==> config.mk <==
export PLATFORM = sky130hd
export DESIGN_NAME = ov7670_dvp_gen
export DESIGN_NICKNAME = d
export VERILOG_FILES = /design/src/rtl/ov7670_dvp_pkg.sv /design/src/rtl/ov7670_dvp_gen_pattern.sv /design/src/rtl/ov7670_dvp_gen.sv
export SDC_FILE = /design/constraint.sdc
export NUM_CORES = 1
export LEC_CHECK = 0
export BUFFER_PORTS_ARGS = -buffer_cell sky130_fd_sc_hd__buf_2
export CORE_ASPECT_RATIO = 1.1
export CORE_MARGIN = 8
export CORE_UTILIZATION = 54
export CTS_CLUSTER_SIZE = 25
export DETAILED_ROUTE_END_ITERATION = 10
export PLACE_DENSITY = 0.76
export REMOVE_ABC_BUFFERS = 1
export SYNTH_ARGS = -nofsm -noshare
export SYNTH_HDL_FRONTEND = slang
export SYNTH_HIERARCHICAL = 1
export SYNTH_SLANG_ARGS = --single-unit
==> constraint.sdc <==
create_clock -name clock_24mhz -period 2.9 [get_ports clock_24mhz]
set_input_delay 0.29 -clock clock_24mhz [delete_from_list [all_inputs] [get_ports clock_24mhz]]
set_output_delay 0.29 -clock clock_24mhz [all_outputs]
set_load 0.05 [all_outputs]
==> src/rtl/ov7670_dvp_pkg.sv <==
// ---------------------------------------------------------------------------
// ov7670_dvp_pkg
// Shared definitions for the OV7670 DVP frame generator:
//   - dvp_state_t    : frame sequencer states
//   - MODE_*         : pattern select encodings on the mode input
//   - BAR_*          : the eight RGB565 colour-bar values, left to right
//   - lineBytes()    : byte slots per line (active plus blanking)
//   - barColour()    : bar index -> RGB565 colour
// ---------------------------------------------------------------------------
package ov7670_dvp_pkg;

    typedef enum logic [2:0] {
        ST_IDLE   = 3'd0,
        ST_VSYNC  = 3'd1,
        ST_VBACK  = 3'd2,
        ST_ACTIVE = 3'd3,
        ST_VFRONT = 3'd4
    } dvp_state_t;

    localparam logic [1:0] MODE_BARS      = 2'd0;
    localparam logic [1:0] MODE_COUNTER   = 2'd1;
    localparam logic [1:0] MODE_SOLID     = 2'd2;
    localparam logic [1:0] MODE_BARS_RSVD = 2'd3;

    localparam logic [15:0] BAR_WHITE   = 16'hFFFF;
    localparam logic [15:0] BAR_YELLOW  = 16'hFFE0;
    localparam logic [15:0] BAR_CYAN    = 16'h07FF;
    localparam logic [15:0] BAR_GREEN   = 16'h07E0;
    localparam logic [15:0] BAR_MAGENTA = 16'hF81F;
    localparam logic [15:0] BAR_RED     = 16'hF800;
    localparam logic [15:0] BAR_BLUE    = 16'h001F;
    localparam logic [15:0] BAR_BLACK   = 16'h0000;

    // Every pixel slot, active or blank, is two bytes on the wire.
    function automatic int lineBytes(input int hActive, input int hBlank);
        return (hActive + hBlank) << 1;
    endfunction

    function automatic logic [15:0] barColour(input logic [2:0] idx);
        logic [15:0] colour;
        case (idx)
            3'd0:    colour = BAR_WHITE;
            3'd1:    colour = BAR_YELLOW;
            3'd2:    colour = BAR_CYAN;
            3'd3:    colour = BAR_GREEN;
            3'd4:    colour = BAR_MAGENTA;
            3'd5:    colour = BAR_RED;
            3'd6:    colour = BAR_BLUE;
            default: colour = BAR_BLACK;
        endcase
        return colour;
    endfunction

endpackage

==> src/rtl/ov7670_dvp_gen_pattern.sv <==
// ---------------------------------------------------------------------------
// dvp_pattern_src
// Produces the 16-bit RGB565 pixel for the current column of an active line.
// Ports:
//   clk, rst       : clock and asynchronous active-high reset
//   i_px           : pixel column within the active line
//   i_pixAdvance   : one-cycle strobe after a pixel's low byte has been sent
//   i_frameStart   : one-cycle strobe when a new frame is launched
//   i_mode         : latched pattern select (MODE_*)
//   i_solid        : latched solid colour
//   o_pix          : pixel value for the current column
// ---------------------------------------------------------------------------
module dvp_pattern_src
    import ov7670_dvp_pkg::*;
#(
    parameter int H_ACTIVE = 640,
    parameter int PX_W     = $clog2(H_ACTIVE)
)
(
    input  logic            clk,
    input  logic            rst,
    input  logic [PX_W-1:0] i_px,
    input  logic            i_pixAdvance,
    input  logic            i_frameStart,
    input  logic [1:0]      i_mode,
    input  logic [15:0]     i_solid,
    output logic [15:0]     o_pix
);

    // Bar index is tracked with a pixels-within-bar counter instead of
    // dividing the column by the bar width.
    localparam int BAR_W = (H_ACTIVE >= 8) ? (H_ACTIVE / 8) : 1;
    localparam int BC_W  = $clog2(BAR_W) + 1;
    localparam logic [BC_W-1:0] BAR_LAST = BC_W'(BAR_W - 1);
    localparam logic [PX_W-1:0] PX_LAST  = PX_W'(H_ACTIVE - 1);

    logic [15:0]     r_pixCount;
    logic [2:0]      r_barIdx;
    logic [BC_W-1:0] r_barPos;

    // Running pixel index for counter mode plus the bar position for bar
    // mode. The bar restarts at the end of every line and saturates at the
    // last bar when the line is not a multiple of eight pixels.
    always_ff @(posedge clk or posedge rst) begin
        if (rst) begin
            r_pixCount <= 16'd0;
            r_barIdx   <= 3'd0;
            r_barPos   <= '0;
        end else if (i_frameStart) begin
            r_pixCount <= 16'd0;
            r_barIdx   <= 3'd0;
            r_barPos   <= '0;
        end else if (i_pixAdvance) begin
            r_pixCount <= r_pixCount + 16'd1;
            if (i_px == PX_LAST) begin
                r_barIdx <= 3'd0;
                r_barPos <= '0;
            end else if (r_barPos == BAR_LAST) begin
                r_barPos <= '0;
                if (r_barIdx != 3'd7) begin
                    r_barIdx <= r_barIdx + 3'd1;
                end
            end else begin
                r_barPos <= r_barPos + BC_W'(1);
            end
        end
    end

    // Pattern select; both bar encodings share the colour-bar pattern.
    always_comb begin
        o_pix = barColour(r_barIdx);
        case (i_mode)
            MODE_COUNTER:              o_pix = r_pixCount;
            MODE_SOLID:                o_pix = i_solid;
            MODE_BARS, MODE_BARS_RSVD: o_pix = barColour(r_barIdx);
            default:                   o_pix = barColour(r_barIdx);
        endcase
    end

endmodule

==> src/rtl/ov7670_dvp_gen.sv <==
// ---------------------------------------------------------------------------
// ov7670_dvp_gen
// OV7670 camera emulator driving the DVP bus with RGB565 test frames.
// Ports:
//   clock_24mhz : system clock (XCLK equivalent)
//   reset       : asynchronous active-high reset
//   enable      : frames are generated while high (sampled at frame bounds)
//   mode        : 0 bars, 1 pixel counter, 2 solid, 3 bars
//   solid_rgb   : colour for solid mode
//   pclk        : pixel clock, clock_24mhz / 2
//   vsync       : frame sync, active high
//   href        : line valid, active high
//   data        : pixel byte, high byte first
//   frame_done  : one-clock pulse at the end of each frame
//   frame_count : completed frames, wrapping
//   busy        : high from frame start to frame_done
// ---------------------------------------------------------------------------
module ov7670_dvp_gen
    import ov7670_dvp_pkg::*;
#(
    parameter int          H_ACTIVE      = 640,
    parameter int          V_ACTIVE      = 480,
    parameter int          H_BLANK       = 144,
    parameter int          VS_LINES      = 3,
    parameter int          VBP           = 17,
    parameter int          VFP           = 10,
    parameter logic [15:0] SOLID_DEFAULT = 16'hF800
)
(
    input  logic        clock_24mhz,
    input  logic        reset,
    input  logic        enable,
    input  logic [1:0]  mode,
    input  logic [15:0] solid_rgb,
    output logic        pclk,
    output logic        vsync,
    output logic        href,
    output logic [7:0]  data,
    output logic        frame_done,
    output logic [15:0] frame_count,
    output logic        busy
);

    localparam int LINE_BYTES = lineBytes(H_ACTIVE, H_BLANK);
    localparam int BX_W       = $clog2(LINE_BYTES);
    localparam int PX_W       = $clog2(H_ACTIVE);
    localparam int LY_MAX_A   = (V_ACTIVE > VBP) ? V_ACTIVE : VBP;
    localparam int LY_MAX_B   = (VS_LINES > VFP) ? VS_LINES : VFP;
    localparam int LY_MAX     = (LY_MAX_A > LY_MAX_B) ? LY_MAX_A : LY_MAX_B;
    localparam int LY_W       = $clog2(LY_MAX + 1);

    localparam logic [BX_W-1:0] BX_LAST    = BX_W'(LINE_BYTES - 1);
    localparam logic [BX_W-1:0] HREF_BYTES = BX_W'(H_ACTIVE << 1);
    localparam logic [LY_W-1:0] LY_VS_LAST = LY_W'(VS_LINES - 1);
    localparam logic [LY_W-1:0] LY_VB_LAST = LY_W'(VBP - 1);
    localparam logic [LY_W-1:0] LY_VA_LAST = LY_W'(V_ACTIVE - 1);
    localparam logic [LY_W-1:0] LY_VF_LAST = LY_W'(VFP - 1);

    dvp_state_t       r_state;
    logic             r_pclk;
    logic [BX_W-1:0]  r_bx;
    logic [LY_W-1:0]  r_ly;
    logic             r_vsync;
    logic             r_href;
    logic [7:0]       r_data;
    logic             r_frameDone;
    logic [15:0]      r_frameCount;
    logic             r_busy;
    logic [1:0]       r_mode;
    logic [15:0]      r_solid;

    logic             w_tick;
    logic             w_lineEnd;
    logic             w_lastLine;
    dvp_state_t       w_nextState;
    logic             w_activeByte;
    logic             w_frameEnd;
    logic             w_frameStart;
    logic             w_pixAdvance;
    logic [PX_W-1:0]  w_px;
    logic [15:0]      w_pix;
    logic [7:0]       w_byte;

    // A tick is the cycle where pclk falls, so everything launched on a tick
    // is settled by the next pclk rising edge where the receiver samples.
    assign w_tick       = r_pclk;
    assign w_lineEnd    = (r_bx == BX_LAST);
    assign w_activeByte = (r_state == ST_ACTIVE) && (r_bx < HREF_BYTES);
    assign w_frameEnd   = w_tick && (r_state == ST_VFRONT) && w_lineEnd && w_lastLine;
    assign w_frameStart = w_tick && enable && ((r_state == ST_IDLE) || w_frameEnd);
    assign w_pixAdvance = w_tick && w_activeByte && r_bx[0];
    assign w_px         = r_bx[PX_W:1];
    assign w_byte       = r_bx[0] ? w_pix[7:0] : w_pix[15:8];

    // Line budget of the current state and where the sequencer goes after it.
    always_comb begin
        w_lastLine  = 1'b0;
        w_nextState = ST_IDLE;
        case (r_state)
            ST_VSYNC: begin
                w_lastLine  = (r_ly == LY_VS_LAST);
                w_nextState = ST_VBACK;
            end
            ST_VBACK: begin
                w_lastLine  = (r_ly == LY_VB_LAST);
                w_nextState = ST_ACTIVE;
            end
            ST_ACTIVE: begin
                w_lastLine  = (r_ly == LY_VA_LAST);
                w_nextState = ST_VFRONT;
            end
            ST_VFRONT: begin
                w_lastLine  = (r_ly == LY_VF_LAST);
                w_nextState = enable ? ST_VSYNC : ST_IDLE;
            end
            default: begin
                w_lastLine  = 1'b0;
                w_nextState = ST_IDLE;
            end
        endcase
    end

    dvp_pattern_src #(
        .H_ACTIVE (H_ACTIVE),
        .PX_W     (PX_W)
    ) u_pattern (
        .clk          (clock_24mhz),
        .rst          (reset),
        .i_px         (w_px),
        .i_pixAdvance (w_pixAdvance),
        .i_frameStart (w_frameStart),
        .i_mode       (r_mode),
        .i_solid      (r_solid),
        .o_pix        (w_pix)
    );

    // Frame sequencer and bus outputs. Outputs on each tick reflect the slot
    // the counters point at, so the bus runs one slot behind the counters;
    // the first vsync slot therefore appears on the tick after the IDLE tick.
    always_ff @(posedge clock_24mhz or posedge reset) begin
        if (reset) begin
            r_state      <= ST_IDLE;
            r_pclk       <= 1'b0;
            r_bx         <= '0;
            r_ly         <= '0;
            r_vsync      <= 1'b0;
            r_href       <= 1'b0;
            r_data       <= 8'h00;
            r_frameDone  <= 1'b0;
            r_frameCount <= 16'd0;
            r_busy       <= 1'b0;
            r_mode       <= MODE_BARS;
            r_solid      <= SOLID_DEFAULT;
        end else begin
            r_pclk      <= ~r_pclk;
            r_frameDone <= 1'b0;
            if (w_tick) begin
                r_vsync <= (r_state == ST_VSYNC);
                r_href  <= w_activeByte;
                r_data  <= w_activeByte ? w_byte : 8'h00;

                // Back-to-back frames keep busy high: the start overrides
                // the clear from the end of the previous frame.
                if (w_frameEnd) begin
                    r_frameDone  <= 1'b1;
                    r_frameCount <= r_frameCount + 16'd1;
                    r_busy       <= 1'b0;
                end
                if (w_frameStart) begin
                    r_mode  <= mode;
                    r_solid <= solid_rgb;
                    r_busy  <= 1'b1;
                end

                if (r_state == ST_IDLE) begin
                    r_bx <= '0;
                    r_ly <= '0;
                    if (enable) begin
                        r_state <= ST_VSYNC;
                    end
                end else if (w_lineEnd) begin
                    r_bx <= '0;
                    if (w_lastLine) begin
                        r_ly    <= '0;
                        r_state <= w_nextState;
                    end else begin
                        r_ly <= r_ly + LY_W'(1);
                    end
                end else begin
                    r_bx <= r_bx + BX_W'(1);
                end
            end
        end
    end

    assign pclk        = r_pclk;
    assign vsync       = r_vsync;
    assign href        = r_href;
    assign data        = r_data;
    assign frame_done  = r_frameDone;
    assign frame_count = r_frameCount;
    assign busy        = r_busy;

endmodule

# Yosys cells after proc, flatten, opt, wreduce, memory -nomap -nowiden
# Index checks and enable logic that the tools add are counted.
dict set report word_totals {
  regBits 97
  latchBits 0
  ram_bits 0
  mem_bits_ro 0
  wordCells 101
  n_memories 0
}
dict set report classes {
  n_addsub 6
  multipliers 0
  n_div 0
  magnitude_cmp 1
  n_eq_ne 22
  shift 0
  muxes 31
  n_bitwise 1
  n_reduce_logical 25
}
# cell count
set ops {}
lappend ops {{16-bit case mux with 7 select lines} 1}
lappend ops {{8-bit 2-to-1 mux} 6}
lappend ops {{16-bit case mux with 3 select lines} 1}
lappend ops {{16-bit by 1-bit adder with 16-bit output, second input constant} 2}
lappend ops {{16-bit 2-to-1 mux} 2}
lappend ops {{3-bit 2-to-1 mux} 9}
lappend ops {{9-bit 2-to-1 mux} 3}
lappend ops {{11-bit 2-to-1 mux} 2}
lappend ops {{3-bit by 2-bit == test with 1-bit output, second input constant} 4}
lappend ops {{3-bit == test, second input constant} 4}
lappend ops {{3-bit case mux with 4 select lines} 1}
lappend ops {{11-bit by 1-bit adder with 11-bit output, second input constant} 1}
lappend ops {{11-bit == test, second input constant} 1}
lappend ops {{11-bit less-than comparator, second input constant} 1}
lappend ops {{10-bit == test, second input constant} 1}
lappend ops {{9-bit by 1-bit adder with 9-bit output, second input constant} 1}
lappend ops {{9-bit by 2-bit == test with 1-bit output, second input constant} 1}
lappend ops {{9-bit by 4-bit == test with 1-bit output, second input constant} 1}
lappend ops {{9-bit by 5-bit == test with 1-bit output, second input constant} 1}
lappend ops {{9-bit == test, second input constant} 1}
lappend ops {{8-bit by 1-bit adder with 8-bit output, second input constant} 1}
lappend ops {{8-bit by 7-bit == test with 1-bit output, second input constant} 1}
lappend ops {{1-bit logical AND} 8}
lappend ops {{2-bit AND reduction} 4}
lappend ops {{17 further kinds} 28}

# Depth between registers and ports, before layout
dict set report depth {
  depth_word 8
  mapped_depth 13
  depth_no_buf 10
}

# By module
# The synthesis kept the hierarchy.
# module instances cells_per_inst area_each_um2
set modules_own_cells {}
lappend modules_own_cells {ov7670_dvp_gen 1 289 3350.7}
lappend modules_own_cells {dvp_pattern_src 1 210 1786.7}

# Least setup slack after synthesis
# Ideal clock, no wire load.
dict set report synth_timing {
  path_kind {register -> register}
  startpoint {reg r_pclk, in the netlist pclk}
  endpoint {reg u_pattern.r_pixCount[15]}
  setup_ns 0.125
  arrival_time_ns 3.089
  slack_ns -0.314
  stages_incl_launch_ff 14
  path_buffers 3
  period_less_slack_ns 3.214
  cell_sequence {dfrtp_1 -> buf_2 -> and4_1 -> nand4_1 -> or3b_4 -> nor3_4 -> o211ai_2 -> buf_6 -> inv_1 -> buf_2 -> o2111ai_1 -> nor3_1 -> nand3_1 -> mux2_2}
}
dict set report synth_via {
  elab_chain_len 6
  elab_cells_between_ends 10
}
# element line_no
set synth_rtl {}
lappend synth_rtl {{start: declaration} ov7670_dvp_gen.sv:60} ;# logic r_pclk;
lappend synth_rtl {{start signal: assignment} ov7670_dvp_gen.sv:155} ;# r_pclk <= ~r_pclk;
lappend synth_rtl {{1-bit logical AND (3 in a row)} ov7670_dvp_gen.sv:89} ;# assign w_frameEnd = w_tick && (r_state == ST_VFRONT) && w_lineEnd && w_lastLine;
lappend synth_rtl {{1-bit logical OR} ov7670_dvp_gen.sv:90} ;# assign w_frameStart = w_tick && enable && ((r_state == ST_IDLE) || w_frameEnd);
lappend synth_rtl {{1-bit logical AND (*)} ov7670_dvp_gen.sv:90}
lappend synth_rtl {{named net w_frameStart} ov7670_dvp_gen.sv:78} ;# logic w_frameStart;
lappend synth_rtl {{16-bit 2-to-1 mux or 2-bit nonzero test (tied branches)} --}
lappend synth_rtl {{end signal: assignment} ov7670_dvp_gen_pattern.sv:54} ;# r_pixCount <= r_pixCount + 16'd1;
lappend synth_rtl {{end: declaration} ov7670_dvp_gen_pattern.sv:37} ;# logic [15:0] r_pixCount;
# The timed path passes the listed nets; every way through them passes the cells marked *.
# A chain may end at the register's enable or synchronous reset.

# Worst setup path after layout
dict set report layout_timing {
  startpoint {reg r_bx[7]}
  endpoint {reg u_pattern.r_barPos[4]}
}
dict set report layout_via {
  elab_chain_len 6
  elab_cells_between_ends 14
}
# element line_no
set layout_rtl {}
lappend layout_rtl {{start: declaration} ov7670_dvp_gen.sv:61} ;# logic [BX_W-1:0] r_bx;
lappend layout_rtl {{start signal: assignment} ov7670_dvp_gen.sv:190} ;# r_bx <= r_bx + BX_W'(1);
lappend layout_rtl {{11-bit == test (*)} ov7670_dvp_gen.sv:87} ;# assign w_lineEnd = (r_bx == BX_LAST);
lappend layout_rtl {{1-bit logical AND (*) (2 in a row)} ov7670_dvp_gen.sv:89}
lappend layout_rtl {{1-bit logical OR (*)} ov7670_dvp_gen.sv:90}
lappend layout_rtl {{1-bit logical AND (*)} ov7670_dvp_gen.sv:90}
lappend layout_rtl {{named net w_frameStart} ov7670_dvp_gen.sv:78}
lappend layout_rtl {{8-bit 2-to-1 mux or 2-bit nonzero test (tied branches)} --}
lappend layout_rtl {{end signal: assignment} ov7670_dvp_gen_pattern.sv:64} ;# r_barPos <= r_barPos + BC_W'(1);
lappend layout_rtl {{end: declaration} ov7670_dvp_gen_pattern.sv:39} ;# logic [BC_W-1:0] r_barPos;
# The timed path passes the listed nets; every way through them passes the cells marked *. The select of a mux whose other input is x is not followed.

==> impl_metrics.env <==
export IMPL_vias=3927
export IMPL_fin_cells=684
export IMPL_dp_cells=661
export IMPL_critPathSlowestCell="or3b_4"
export IMPL_post_place_ws_ns=0.0670
export IMPL_rr_endpoint="u_pattern/r_barPos[4]$_DFFE_PP0P_"
export IMPL_total_leakage_power_nw=2.72
export IMPL_cts_buffers=9
export IMPL_ys_warn_count=6
export IMPL_grt_pass1_vias=3882
export IMPL_fin_setup_tns_ns=0
export IMPL_clock_sinks=97
export IMPL_slew_viol_final=0
export IMPL_max_freq_mhz=363
export IMPL_netlist_area_leader_share_pct=44.8
export IMPL_drt_iter0_drc=226
export IMPL_cts_buffer_depth=2
export IMPL_dr_pass1_iters=4
export IMPL_clk_pin_slew_ns=0.10
export IMPL_avgSynthCellArea_um2=10.3
export IMPL_cts_htree_levels=3
export IMPL_hold_viol=0
export IMPL_yosys_cell_types_count=61
export IMPL_r2r_cells=10
export IMPL_track_usage_pct=18.0
export IMPL_hold_end="r_solid[6]$_DFFE_PP0P_"
export IMPL_slew_headroom_pct=30.8
export IMPL_synth_enable_flop_cells=0
export IMPL_ys_seq_area_share_pct=47.4
export IMPL_fin_crit_ns=2.76
export IMPL_final_util_pct=62.8
export IMPL_grt_pass1_wl_um=19000
export IMPL_async_flop_share_pct=100
export IMPL_die_area_um2=12900
export IMPL_coreArea_um2=9310
export IMPL_routed_via_density=5.74
export IMPL_cts_root_buf="clkbuf_8"
export IMPL_r2r_slack_ns=0.14
export IMPL_drc=0
export IMPL_cp_required_ns=3.13
export IMPL_antenna_found_initial=0
export IMPL_insertedDiodeCount=0
export IMPL_crit_path_max_incr_delay_ns=0.44
export IMPL_final_common_cell="dfrtp_1"
export IMPL_holdCritStartpoint="solid_rgb[6]"
export IMPL_synthCells=499
export IMPL_start_util_pct=55.2
export IMPL_end_kind="flop"
export IMPL_power_mw=2.28
export IMPL_grt_max_degree=56
export IMPL_r2r_start="r_bx[7]$_DFFE_PP0P_"
export IMPL_yosysTopAreaCell="dfrtp_1"
export IMPL_path_max_fanout=7
export IMPL_timing_final_ws_setup_ns=0.143
export IMPL_syn_area_um2=5140
export IMPL_synth_top_cells_by_area="dfrtp_1, mux2_4, xnor2_1, xor2_1, nand2_1"
export IMPL_tightestPinTransition_ns=1.04
export IMPL_boundaryPins=50
export IMPL_crit_chain="nor4b_2 -> nand4_1 -> or3b_4 -> nor3_4 -> o211ai_2 -> inv_2 -> buf_4 -> nor2_1 -> a31oi_1 -> nor2_1"
export IMPL_finalSetupViolCount=0
export IMPL_status="finished, final reports clean"
export IMPL_wirelength_um=11400
export IMPL_finalInstanceArea_um2=5840
export IMPL_routabilityCongestion=0.899
export IMPL_globalRouteOverflowTotal=0
export IMPL_cts_tree="yes"
export IMPL_drtAntennaViolNets=0
export IMPL_layout_common_cells="dfrtp_1, buf_2, nand2_1, nor2_1, xnor2_1"
export IMPL_vdd_ir_drop_max_uv=224
export IMPL_worstSetupPathType="flop to flop"
export IMPL_drive_gt1_share_pct=23.3
export IMPL_ys_ff_latch=97
export IMPL_chipHeight_um=118
export IMPL_portBuffers=49
export IMPL_fin_crit_sh_pct=95.1
export IMPL_row_count=37
export IMPL_dpl_cell_area_um2=5560
export IMPL_synth_top_flop_cell="dfrtp_1"
export IMPL_whs_ns=0.155
export IMPL_hold_path_cell_count=2
export IMPL_crit_arrival_ns=2.99
export IMPL_fillCellCount=775
export IMPL_maxCapViolations=0
export IMPL_hpwl_um=8150
export IMPL_cpMostUsedCell="nor2_1"
export IMPL_start_kind="flop"
export IMPL_die_w_um=109
export IMPL_clk_latency_ns=0.36
export IMPL_wl_per_cell_um=16.6
export IMPL_area_growth_pct=13.7
export IMPL_critPathLaunch="r_bx[7]$_DFFE_PP0P_"
export IMPL_nNetsFinal=596
export IMPL_worstHoldPathType="input port to flop"
export IMPL_p_per_area_nw_per_um2=389
export IMPL_fin_skew_ns=0.0149
state kept, by name, indices dropped and copies added, names as in the netlist:
signal,count
r_state,3
vsync,1
pclk,1
frame_count,16
u_pattern/r_barIdx,3
u_pattern/r_barPos,8
busy,1
r_bx,11
u_pattern/r_pixCount,16
r_mode,2
href,1
r_ly,9
r_solid,16
data,8
frame_done,1
how the worst max path moves through the flow:
| stage | endpoint | slack (ns) | depth (start not counted) |
|---|---|---|---|
| 2_1_floorplan | u_pattern/r_pixCount[13]$_DFFE_PP0P_ | -1.32 | 10 |
| 3_3_place_gp | u_pattern/r_barPos[3]$_DFFE_PP0P_ | 0.16 | 10 |
| 3_5_place_dp | u_pattern/r_pixCount[15]$_DFFE_PP0P_ | 0.07 | 10 |
| 4_1_cts | u_pattern/r_pixCount[15]$_DFFE_PP0P_ | 0.07 | 10 |
| 5_1_grt | u_pattern/r_pixCount[12]$_DFFE_PP0P_ | -0.02 | 10 |
| 6_report | u_pattern/r_barPos[4]$_DFFE_PP0P_ | 0.14 | 10 |
power breakdown:
group | switching, mW | total, mW | internal [mW] | leakage [nW]
Combinational | 0.0324 | 0.0446 | 0.0122 | 1.40
Sequential | 0 | 1.35 | 1.35 | 1.23
Clock | 0.477 | 0.879 | 0.402 | 0.0929
Total | 0.509 | 2.28 | 1.77 | 2.72
final cells by class:
cell class              instances  area, um2  area share (%)
flip-flops and latches         97       2440            41.7
multi-input cells             360       2550            43.7
well taps                     117        146            2.51
clock buffers                  10        128            2.18
inverters                      20       75.1            1.29
clock inverters                 6       67.6            1.16
repair buffers                 74        435            7.45
synth_stat cells (4+ instances only):
cell type / n
dfrtp_1: 92
nand2_1: 44
nor2_1: 44
xnor2_1: 27
a21oi_1: 20
nand4_1: 20
inv_1: 19
nand3_1: 19
xor2_1: 19
mux2_4: 18
nor2b_1: 18
clkbuf_1: 13
ha_1: 13
nor3_1: 13
mux2i_1: 11
o21ai_0: 11
and3_1: 10
o2bb2ai_1: 10
and2_1: 5
buf_2: 5
dfstp_2: 5
nor4_1: 5
and4_1: 4
mux2_2: 4
worst max-delay path: cells and delay by family, from the launching register on:
kind / cells / cell delay (ns)
and+or+nand+nor: 6 / 1.37
DFF: 1 / 0.43
buffers and inverters: 2 / 0.33
AOI/OAI and AO/OA: 2 / 0.50
what timing repair did:
action / 4_1_cts / 5_1_grt
pin swaps: 1 / 6
buffers inserted: 0 / 6
hold endpoints to repair: 12 / 0
hold buffers: 1 / 0
setup endpoints to repair: 2 / 12
gates cloned: 0 / 0
resized for setup: 2 / 5
per-layer routing:
layer | global-route usage, % | vias up | part of all wire, %
li1 | - | 1877 | -
met1 | 24.6 | 1948 | 46
met2 | 28.5 | 89 | 48
met3 | 2.66 | 13 | 4.9
met4 | 5.74 | 0 | 1.1
met5 | 0 | - | 0
cells by family after synthesis:
group	share of synthesized area [%]
multiplexers	8.28
flip-flops	47.4
buffers and inverters	3.48
adder cells (fa/ha/maj)	3.17
AO/OA/AOI/OAI	8.67
AND/OR/NAND/NOR	21.2
XOR/XNOR	7.84
(Power assumes the default switching activity.)
